==> src/rtl/target_position_gen_if.sv <==
// Request/result bundle between the game controller and the target generator.
// The controller holds the master side; the generator holds the slave side.
interface target_position_gen_if #(
    parameter int H_WIDTH = 8,
    parameter int V_WIDTH = 7
);
    logic               CLEAR;
    logic               ENABLE;
    logic               REQ;
    logic [H_WIDTH-1:0] EXCL_H;
    logic [V_WIDTH-1:0] EXCL_V;
    logic [H_WIDTH-1:0] TARGET_H;
    logic [V_WIDTH-1:0] TARGET_V;
    logic               VALID;
    logic               BUSY;

    modport master (
        output CLEAR, ENABLE, REQ, EXCL_H, EXCL_V,
        input  TARGET_H, TARGET_V, VALID, BUSY
    );

    modport slave (
        input  CLEAR, ENABLE, REQ, EXCL_H, EXCL_V,
        output TARGET_H, TARGET_V, VALID, BUSY
    );
endinterface

==> src/rtl/target_position_gen.sv <==
// Random target generator: two free-running XNOR LFSRs feed a draw/check FSM
// that rejects off-area or excluded cells, with a deterministic in-range fallback.
module target_position_gen #(
    parameter int                 H_WIDTH   = 8,
    parameter int                 V_WIDTH   = 7,
    parameter int                 H_MAX     = 160,
    parameter int                 V_MAX     = 120,
    parameter logic [H_WIDTH-1:0] H_TAPS    = 8'hB8,
    parameter logic [V_WIDTH-1:0] V_TAPS    = 7'h60,
    parameter logic [H_WIDTH-1:0] H_SEED    = 8'd50,
    parameter logic [V_WIDTH-1:0] V_SEED    = 7'd50,
    parameter logic [H_WIDTH-1:0] DEF_H     = 8'd80,
    parameter logic [V_WIDTH-1:0] DEF_V     = 7'd60,
    parameter int                 MAX_TRIES = 4
) (
    input  logic                  CLK,
    input  logic                  RESET,
    target_position_gen_if.slave  bus
);

    localparam int                 TRIES_W     = $clog2(MAX_TRIES + 1);
    localparam logic [TRIES_W-1:0] TRIES_LIMIT = TRIES_W'(MAX_TRIES);
    localparam logic [TRIES_W-1:0] TRIES_ONE   = TRIES_W'(1'b1);
    localparam logic [TRIES_W-1:0] TRIES_ZERO  = {TRIES_W{1'b0}};

    // One extra bit so H_MAX == 2**H_WIDTH still compares correctly
    localparam int                 HX_W    = H_WIDTH + 1;
    localparam int                 VX_W    = V_WIDTH + 1;
    localparam logic [HX_W-1:0]    H_MAX_X = HX_W'(H_MAX);
    localparam logic [VX_W-1:0]    V_MAX_X = VX_W'(V_MAX);
    localparam logic [H_WIDTH-1:0] H_MAX_T = H_WIDTH'(H_MAX);
    localparam logic [V_WIDTH-1:0] V_MAX_T = V_WIDTH'(V_MAX);
    localparam logic [H_WIDTH-1:0] H_LAST  = H_WIDTH'(H_MAX - 1);
    localparam logic [H_WIDTH-1:0] H_ONE   = H_WIDTH'(1'b1);
    localparam logic [H_WIDTH-1:0] H_ZERO  = {H_WIDTH{1'b0}};
    localparam logic [V_WIDTH-1:0] V_ZERO  = {V_WIDTH{1'b0}};

    typedef enum logic [1:0] {
        ST_IDLE  = 2'd0,
        ST_DRAW  = 2'd1,
        ST_CHECK = 2'd2
    } state_t;

    state_t               state_r;
    state_t               next_state_s;
    logic [TRIES_W-1:0]   tries_r;
    logic [TRIES_W-1:0]   tries_nxt_s;
    logic                 busy_r;
    logic                 busy_nxt_s;

    logic [H_WIDTH-1:0]   h_lfsr_r;
    logic [V_WIDTH-1:0]   v_lfsr_r;
    logic [H_WIDTH-1:0]   cand_h_r;
    logic [V_WIDTH-1:0]   cand_v_r;
    logic                 cand_load_s;

    logic [H_WIDTH-1:0]   target_h_r;
    logic [V_WIDTH-1:0]   target_v_r;
    logic                 valid_r;
    logic [H_WIDTH-1:0]   target_h_nxt_s;
    logic [V_WIDTH-1:0]   target_v_nxt_s;
    logic                 valid_nxt_s;

    logic                 h_in_range_s;
    logic                 v_in_range_s;
    logic                 accept_s;
    logic [H_WIDTH-1:0]   fold_h_s;
    logic [V_WIDTH-1:0]   fold_v_s;
    logic [H_WIDTH-1:0]   fb_h_s;

    function automatic logic [H_WIDTH-1:0] h_step(input logic [H_WIDTH-1:0] l);
        return {l[H_WIDTH-2:0], ~^(l & H_TAPS)};
    endfunction

    function automatic logic [V_WIDTH-1:0] v_step(input logic [V_WIDTH-1:0] l);
        return {l[V_WIDTH-2:0], ~^(l & V_TAPS)};
    endfunction

    // Free-running coordinate LFSRs; seeds are never all-ones so lock-up cannot occur
    always_ff @(posedge CLK or posedge RESET) begin
        if (RESET) begin
            h_lfsr_r <= H_SEED;
            v_lfsr_r <= V_SEED;
        end else if (bus.CLEAR) begin
            h_lfsr_r <= H_SEED;
            v_lfsr_r <= V_SEED;
        end else if (bus.ENABLE) begin
            h_lfsr_r <= h_step(h_lfsr_r);
            v_lfsr_r <= v_step(v_lfsr_r);
        end else begin
            h_lfsr_r <= h_lfsr_r;
            v_lfsr_r <= v_lfsr_r;
        end
    end

    // Range and exclusion test on the latched candidate
    always_comb begin
        h_in_range_s = ({1'b0, cand_h_r} < H_MAX_X);
        v_in_range_s = ({1'b0, cand_v_r} < V_MAX_X);
        accept_s     = h_in_range_s && v_in_range_s &&
                       !((cand_h_r == bus.EXCL_H) && (cand_v_r == bus.EXCL_V));
    end

    // Fallback: fold each axis back into the area, then step H off the excluded cell
    always_comb begin
        fold_h_s = cand_h_r;
        fold_v_s = cand_v_r;
        fb_h_s   = cand_h_r;
        if (h_in_range_s) begin
            fold_h_s = cand_h_r;
        end else begin
            fold_h_s = cand_h_r - H_MAX_T;
        end
        if (v_in_range_s) begin
            fold_v_s = cand_v_r;
        end else begin
            fold_v_s = cand_v_r - V_MAX_T;
        end
        if ((fold_h_s == bus.EXCL_H) && (fold_v_s == bus.EXCL_V)) begin
            if (fold_h_s == H_LAST) begin
                fb_h_s = H_ZERO;
            end else begin
                fb_h_s = fold_h_s + H_ONE;
            end
        end else begin
            fb_h_s = fold_h_s;
        end
    end

    // Next-state and result selection for the request FSM
    always_comb begin
        next_state_s   = state_r;
        tries_nxt_s    = tries_r;
        cand_load_s    = 1'b0;
        valid_nxt_s    = 1'b0;
        target_h_nxt_s = target_h_r;
        target_v_nxt_s = target_v_r;
        case (state_r)
            ST_IDLE: begin
                if (bus.REQ) begin
                    next_state_s = ST_DRAW;
                    tries_nxt_s  = TRIES_ZERO;
                end else begin
                    next_state_s = ST_IDLE;
                end
            end
            ST_DRAW: begin
                cand_load_s  = 1'b1;
                tries_nxt_s  = tries_r + TRIES_ONE;
                next_state_s = ST_CHECK;
            end
            ST_CHECK: begin
                if (accept_s) begin
                    target_h_nxt_s = cand_h_r;
                    target_v_nxt_s = cand_v_r;
                    valid_nxt_s    = 1'b1;
                    next_state_s   = ST_IDLE;
                end else if (tries_r < TRIES_LIMIT) begin
                    next_state_s   = ST_DRAW;
                end else begin
                    target_h_nxt_s = fb_h_s;
                    target_v_nxt_s = fold_v_s;
                    valid_nxt_s    = 1'b1;
                    next_state_s   = ST_IDLE;
                end
            end
            default: begin
                next_state_s = ST_IDLE;
                tries_nxt_s  = TRIES_ZERO;
            end
        endcase
        busy_nxt_s = (next_state_s != ST_IDLE);
    end

    // FSM state, draw counter and busy flag
    always_ff @(posedge CLK or posedge RESET) begin
        if (RESET) begin
            state_r <= ST_IDLE;
            tries_r <= TRIES_ZERO;
            busy_r  <= 1'b0;
        end else if (bus.CLEAR) begin
            state_r <= ST_IDLE;
            tries_r <= TRIES_ZERO;
            busy_r  <= 1'b0;
        end else begin
            state_r <= next_state_s;
            tries_r <= tries_nxt_s;
            busy_r  <= busy_nxt_s;
        end
    end

    // Candidate latch, captured from the LFSRs in DRAW
    always_ff @(posedge CLK or posedge RESET) begin
        if (RESET) begin
            cand_h_r <= H_ZERO;
            cand_v_r <= V_ZERO;
        end else if (bus.CLEAR) begin
            cand_h_r <= H_ZERO;
            cand_v_r <= V_ZERO;
        end else if (cand_load_s) begin
            cand_h_r <= h_lfsr_r;
            cand_v_r <= v_lfsr_r;
        end else begin
            cand_h_r <= cand_h_r;
            cand_v_r <= cand_v_r;
        end
    end

    // Published target and its one-cycle valid strobe
    always_ff @(posedge CLK or posedge RESET) begin
        if (RESET) begin
            target_h_r <= DEF_H;
            target_v_r <= DEF_V;
            valid_r    <= 1'b0;
        end else if (bus.CLEAR) begin
            target_h_r <= DEF_H;
            target_v_r <= DEF_V;
            valid_r    <= 1'b0;
        end else begin
            target_h_r <= target_h_nxt_s;
            target_v_r <= target_v_nxt_s;
            valid_r    <= valid_nxt_s;
        end
    end

    assign bus.TARGET_H = target_h_r;
    assign bus.TARGET_V = target_v_r;
    assign bus.VALID    = valid_r;
    assign bus.BUSY     = busy_r;

endmodule

==> src/flat_wrapper.sv <==
// flat-port wrapper written by rule: the top's interface ports become plain ports
module target_position_gen_flat 
#(
    parameter int                 H_WIDTH   = 8,
    parameter int                 V_WIDTH   = 7,
    parameter int                 H_MAX     = 160,
    parameter int                 V_MAX     = 120,
    parameter logic [H_WIDTH-1:0] H_TAPS    = 8'hB8,
    parameter logic [V_WIDTH-1:0] V_TAPS    = 7'h60,
    parameter logic [H_WIDTH-1:0] H_SEED    = 8'd50,
    parameter logic [V_WIDTH-1:0] V_SEED    = 7'd50,
    parameter logic [H_WIDTH-1:0] DEF_H     = 8'd80,
    parameter logic [V_WIDTH-1:0] DEF_V     = 7'd60,
    parameter int                 MAX_TRIES = 4
)
  (CLK, RESET, bus_CLEAR, bus_ENABLE, bus_REQ, bus_EXCL_H, bus_EXCL_V, bus_TARGET_H, bus_TARGET_V, bus_VALID, bus_BUSY);
  target_position_gen_if #(.H_WIDTH(H_WIDTH), .V_WIDTH(V_WIDTH)) bus_i ();
  input  logic CLK;
  input  logic RESET;
  input wire logic [$bits(bus_i.CLEAR)-1:0] bus_CLEAR;
  input wire logic [$bits(bus_i.ENABLE)-1:0] bus_ENABLE;
  input wire logic [$bits(bus_i.REQ)-1:0] bus_REQ;
  input wire logic [$bits(bus_i.EXCL_H)-1:0] bus_EXCL_H;
  input wire logic [$bits(bus_i.EXCL_V)-1:0] bus_EXCL_V;
  output wire logic [$bits(bus_i.TARGET_H)-1:0] bus_TARGET_H;
  output wire logic [$bits(bus_i.TARGET_V)-1:0] bus_TARGET_V;
  output wire logic [$bits(bus_i.VALID)-1:0] bus_VALID;
  output wire logic [$bits(bus_i.BUSY)-1:0] bus_BUSY;
  assign bus_i.CLEAR = bus_CLEAR;
  assign bus_i.ENABLE = bus_ENABLE;
  assign bus_i.REQ = bus_REQ;
  assign bus_i.EXCL_H = bus_EXCL_H;
  assign bus_i.EXCL_V = bus_EXCL_V;
  assign bus_TARGET_H = bus_i.TARGET_H;
  assign bus_TARGET_V = bus_i.TARGET_V;
  assign bus_VALID = bus_i.VALID;
  assign bus_BUSY = bus_i.BUSY;
  target_position_gen #(.H_WIDTH(H_WIDTH), .V_WIDTH(V_WIDTH), .H_MAX(H_MAX), .V_MAX(V_MAX), .H_TAPS(H_TAPS), .V_TAPS(V_TAPS), .H_SEED(H_SEED), .V_SEED(V_SEED), .DEF_H(DEF_H), .DEF_V(DEF_V), .MAX_TRIES(MAX_TRIES)) u_core (.CLK(CLK), .RESET(RESET), .bus(bus_i));
endmodule
==> config.mk <==
export PLATFORM = sky130hd
export DESIGN_NAME = target_position_gen_flat
export DESIGN_NICKNAME = d
export VERILOG_FILES = /design/src/rtl/target_position_gen_if.sv /design/src/rtl/target_position_gen.sv /design/src/flat_wrapper.sv
export SDC_FILE = /design/constraint.sdc
export NUM_CORES = 1
export LEC_CHECK = 0
export BUFFER_PORTS_ARGS = -buffer_cell sky130_fd_sc_hd__buf_2
export CORE_MARGIN = 2
export CORE_UTILIZATION = 30
export DETAILED_ROUTE_END_ITERATION = 8
export SLEW_MARGIN = 20
export SYNTH_ARGS = -nofsm -noshare
export SYNTH_HDL_FRONTEND = slang
export SYNTH_SLANG_ARGS = --single-unit
==> constraint.sdc <==
create_clock -name CLK -period 2.85 [get_ports CLK]
set_input_delay 0.57 -clock CLK [delete_from_list [all_inputs] [get_ports CLK]]
set_output_delay 0.57 -clock CLK [all_outputs]
set_load 0.02 [all_outputs]
### Yosys cells after proc, flatten, opt, wreduce, memory -nomap -nowiden

Cells that the tools add are included.

* flip-flop bits (word level): 52
* bits of input ports: 20
* word-level logic and storage cells: 75

* add/sub/neg operators: 4
* $lt $le $gt $ge: 3
* equal/unequal tests: 10
* mux-type cells: 34
* reductions and logical operators: 14

Operators with widths (count)
* 8-bit 2-to-1 mux: 11
* 7-bit 2-to-1 mux: 9
* 8-bit equality test: 2
* 7-bit equality test: 2
* 3-bit case mux with 3 select lines: 1
* 8-bit by 1-bit adder with 8-bit output (second input constant): 1
* 8-bit equality test (second input constant): 1
* 8-bit less-than comparator (second input constant): 1
* 1-bit 2-to-1 mux: 8
* 2-bit nonzero test: 4
* 8-bit XNOR reduction: 1
* 8-bit subtractor (second input constant): 1
* 7-bit less-than comparator (second input constant): 1
* 7-bit XNOR reduction: 1
* 7-bit subtractor (second input constant): 1
* 3-bit 2-to-1 mux: 2
* 2-bit case mux with 3 select lines: 1
* 1-bit logical AND: 4
* 2-bit 2-to-1 mux: 2
* 2-bit AND reduction: 2
* 3-bit by 1-bit adder with 3-bit output (second input constant): 1
* 3-bit less-than comparator (second input constant): 1
* 3-bit by 2-bit inequality test with 1-bit output (second input constant): 1
* 3-bit inequality test (second input constant): 1
* other kinds (5): 5

### Longest topological paths before layout

* depth in word-level cells: 9
* mapped depth: 10
* gate-level depth less buffers: 8

### Worst setup path before layout

No wires, ideal clock.

* path kind: reg-to-reg
* start point: reg u_core.cand_h_r[5]
* end point: reg u_core.target_h_r[6], in the netlist u_core.bus.TARGET_H[6]
* arrival time: 2.384 ns
* setup slack: 0.383 ns
* stages on the path, launching flop included: 11
* period minus slack after synthesis: 2.467 ns
* cells stage by stage: dfrtp_1 -> buf_2 -> buf_6 -> inv_1 -> ha_1 -> or2b_1 -> o21ai_0 -> nand4_4 -> nor4_4 -> mux2i_1 -> o32a_1

* word-level cells in the longest chain between the ends: 9
* elaborated cells between the ends (all ways): 20
* classes of those cells: 2 x add/sub; 1 x order compare; 4 x eq/ne; 7 x mux; 6 x reduce/logical

Ends and longest elaborated chain
* from (decl): line target_position_gen.sv:53 `logic [H_WIDTH-1:0] cand_h_r;`
* from (signal assigned): line target_position_gen.sv:201 `cand_h_r <= h_lfsr_r;`
* from (signal assigned): line target_position_gen.sv:204 `cand_h_r <= cand_h_r;`
* 8-bit subtractor / 8-bit less-than comparator (equally long branches): line target_position_gen.sv:112, target_position_gen.sv:98
* 8-bit 2-to-1 mux: line target_position_gen.sv:109 `if (h_in_range_s) begin`
* 8-bit by 1-bit adder with 8-bit output, or another cell as far along: line target_position_gen.sv:123 `fb_h_s = fold_h_s + H_ONE;`
* 8-bit 2-to-1 mux / 1-bit logical AND (equally long branches): line target_position_gen.sv:120, target_position_gen.sv:119
* 8-bit 2-to-1 mux: line target_position_gen.sv:119 `if ((fold_h_s == bus.EXCL_H) && (fold_v_s == bus.EXCL_V)) begin`
* 8-bit 2-to-1 mux: line target_position_gen.sv:158 `end else if (tries_r < TRIES_LIMIT) begin`
* 8-bit 2-to-1 mux: line target_position_gen.sv:153 `if (accept_s) begin`
* 8-bit 2-to-1 mux: line target_position_gen.sv:138 `case (state_r)`
* 8-bit 2-to-1 mux: line target_position_gen.sv:215 `end else if (bus.CLEAR) begin`
* to (signal assigned): line target_position_gen.sv:220 `target_h_r <= target_h_nxt_s;`
* to (decl): line target_position_gen.sv:57 `logic [H_WIDTH-1:0] target_h_r;`

Parallel ways exist; a longest one is shown, timed or not. The select of a mux whose other input is x is not followed.
A chain may end at the register's enable or synchronous reset.

### Worst setup path in the final report

* start point: reg u_core.cand_v_r[3]
* end point: reg u_core.target_h_r[6], in the netlist u_core.bus.TARGET_H[6]

* word-level cells in the longest chain between the ends: 9
* elaborated cells between the ends (all ways): 17
* classes of those cells: 1 x add/sub; 1 x order compare; 3 x eq/ne; 6 x mux; 6 x reduce/logical

Ends and longest elaborated chain
* from (decl): line target_position_gen.sv:54 `logic [V_WIDTH-1:0] cand_v_r;`
* from (signal assigned): line target_position_gen.sv:202 `cand_v_r <= v_lfsr_r;`
* from (signal assigned): line target_position_gen.sv:205 `cand_v_r <= cand_v_r;`
* 7-bit subtractor / 7-bit less-than comparator (equally long branches): line target_position_gen.sv:117, target_position_gen.sv:99
* 7-bit 2-to-1 mux: line target_position_gen.sv:114 `if (v_in_range_s) begin`
* 7-bit equality test: line target_position_gen.sv:119
* 1-bit logical AND: line target_position_gen.sv:119
* 8-bit 2-to-1 mux: line target_position_gen.sv:119
* 8-bit 2-to-1 mux: line target_position_gen.sv:158
* 8-bit 2-to-1 mux: line target_position_gen.sv:153
* 8-bit 2-to-1 mux: line target_position_gen.sv:138
* 8-bit 2-to-1 mux: line target_position_gen.sv:215

Parallel ways exist; a longest one is shown, timed or not. The select of a mux whose other input is x is not followed.

==> results.md <==
* Antenna cells at 0
* CP required at 3080 ps
* Core ar. at 9280 um^2
* Worst Max-Slew Pin Slew at 726 ps
* Setup Buffers After CTS at 0
* Routed wire length at 6960 um
* Relative slew slack at 51.6%
* Worst-path clk slew at 100 ps
* Tcrit/Tclk final at 85.1%
* Syn nets at 315
* Flop and latch count out of synthesis at 52
* Status: finished clean
* FMAX at 412 MHz
* Leakage at 1.48 nW
* Core Rows at 35
* EDFF count, synth at 0
* Storage cell area at 1320 um^2
* PD cells at 461 nW/um^2
* Fin nets at 352
* Yosys warns at 0
* Max-cap check violation count at 0
* Critical Path Fanout Max at 5
* Worst IR Drop VDD at 179 uV
* GP Congestion at 0.843
* Root Buffer: clkbuf_8
* Setup violations, final at 0
* Yosys top cell area share at 34.7%
* Layout cells sized above 1 at 24.0%
* TritonCTS clock tree: done
* Post-Syn Area at 2890 um^2
* Vias in the first global route at 2225
* First-pass GRT wire length at 11400 um
* H-tree lvl count at 2
* Fin. max-slew vios at 0
* Largest net degree at the start of global routing at 33
* Min cycle time layout at 2430 ps
* GRT Total Usage at 14.0%
* Wire per inst at 15.2 um
* Half-perimeter wire length after placement at 5180 um
* Die footprint at 10400 um^2
* Cts-stage hold buffer count at 0
* Synth Area per Inst at 9.92 um^2
* Routed vias/inst at 4.84
* FILL cells at 990
* Hold Crit Class: in2async
* Distinct cells, synth at 59
* Final WS setup at 424 ps
* Post-synth top flop: dfrtp_1
* Leading area contributor after synthesis: dfrtp_1
* Synth area leaders: dfrtp_1, dfstp_2, mux2i_1
* Remaining Overflow, GRT at 0
* Place WS at 424 ps
* Clk_lat worst skew at 310 ps
* Num Clock Sinks at 52
* RSZ-0062 raised after global routing: no
* Final Hold Fails at 0
* First-pass DRT Iterations at 4
* Register area share after synthesis at 45.6%
* Number of gates resized after CTS at 0
* Layout Skew at 10.9 ps
* Die height at 102 um
* Cts bufs inserted at 5
* # IOs at 37
* Most frequent cells in the layout: nand2_1, dfrtp_1, buf_2, nor2_1, mux2i_1
* Clk buf depth at 2
* CP Class: reg2reg
* Initial antenna violation count at 0
* CP endpoint kind: flop
* DRC Markers at 0
* Initial DRC Count at 112
* Multi-input gate area at 1450 um^2
* Commonest non-fill, non-tap cell in the layout: nand2_1
* Mapped Cells at 291
* Arr. time, crit path at 2660 ps
* Synth-to-Final Area Change at 15.6%
* Fin Setup TNS at 0 ps
* Vias at 2219
* Ys async rst share at 100%
* Die Wd at 102 um
* Antenna viol nets, final at 0
* CP Launch Type: flop
* Port bufs at 36
* Initial Util at 31.1%
[cell type report]
class	instances	share of cell area, %
inverter	9	1.01
clock inverter	1	0.900
multi-input combinational	214	43.5
sequential	52	39.4
clock buffer	7	2.29
timing repair buffer	46	8.02
tap	129	4.84
[per-layer routing]
layer	routed length, um	track usage (%)
met1	3470	20.6
met2	3220	21.8
met3	227	2.53
met4	40	2.77
met5	0	0
[worst paths after layout]
kind,startpoint,end,slack (ps),depth (start not counted)
hold / removal,RESET,u_core.v_lfsr_r[0],310,2
min in group CLK,u_core.state_r[0],u_core.state_r[0],480,1
setup / recovery,u_core.cand_v_r[3],u_core.bus.TARGET_H[6],420,8
setup reg to reg,u_core.cand_v_r[3],u_core.bus.TARGET_H[6],420,8
max in group asynchronous,RESET,u_core.bus.TARGET_H[6],1890,3
hold reg to reg,u_core.state_r[0],u_core.state_r[0],480,1
[synthesized netlist by cell type (3+ instances only)]
cell,count
and3_1,3
xor2_1,12
nand2b_1,4
a31oi_1,3
nor4_1,4
a32oi_1,3
a22o_1,4
mux2i_1,19
o21ai_0,6
nand3_1,6
ha_1,4
buf_2,3
dfrtp_1,40
clkbuf_1,8
a21oi_1,16
o2bb2ai_1,4
inv_1,8
xnor2_1,13
a2bb2oi_1,3
nand2_1,41
nand4_1,5
nor3_1,6
dfstp_2,12
nor2_1,22
[sequential cells by signal, indices dropped and copies added, names as in the netlist]
name	cells
u_core.cand_v_r	7
u_core.cand_h_r	8
u_core.v_lfsr_r	7
u_core.bus.TARGET_V	7
u_core.h_lfsr_r	8
u_core.bus.TARGET_H	8
u_core.tries_r	3
u_core.state_r	2
u_core.bus.BUSY	1
u_core.bus.VALID	1
[per-stage QoR]
stage | util (%) | hold WS, ps | total power [mW] | area [um^2] | std cells
final | 35.9 | 310 | 1.54 | 3340 | 458
after global routing | 35.9 | 352 | 1.61 | 3340 | 458
after CTS | 35.9 | 335 | 1.55 | 3340 | 458
after detailed placement | 34.8 | 471 | 1.05 | 3230 | 450
after global placement | 34.8 | 455 | 1.05 | 3230 | 450
after floorplan | - | 433 | 0.977 | 2890 | 291
[worst max-delay path, stage by stage (launching register included)]
cell and delay, ps:
dfrtp_1 400, ha_1 270, nand3_4 150, mux2i_4 280
xor2_2 270, nand3_2 180, nor4_4 360, mux2i_1 120
o32a_1 330
[cell families after synthesis]
family	Yosys count	synth area share, %
XOR/XNOR	26	8.15
adder cells (fa/ha/maj)	4	1.73
AND/OR/NAND/NOR	107	19.2
buffers and inverters	25	4.16
flip-flops	52	45.6
AO/OA/AOI/OAI	57	13.8
multiplexers	20	7.37
[where the power goes]
group / switching (mW) / internal, mW / total, mW
Clock: 0.237 / 0.263 / 0.500
Combinational: 0.134 / 0.0900 / 0.224
Sequential: 0.0344 / 0.779 / 0.813
Power figures use the tool's default switching activity.
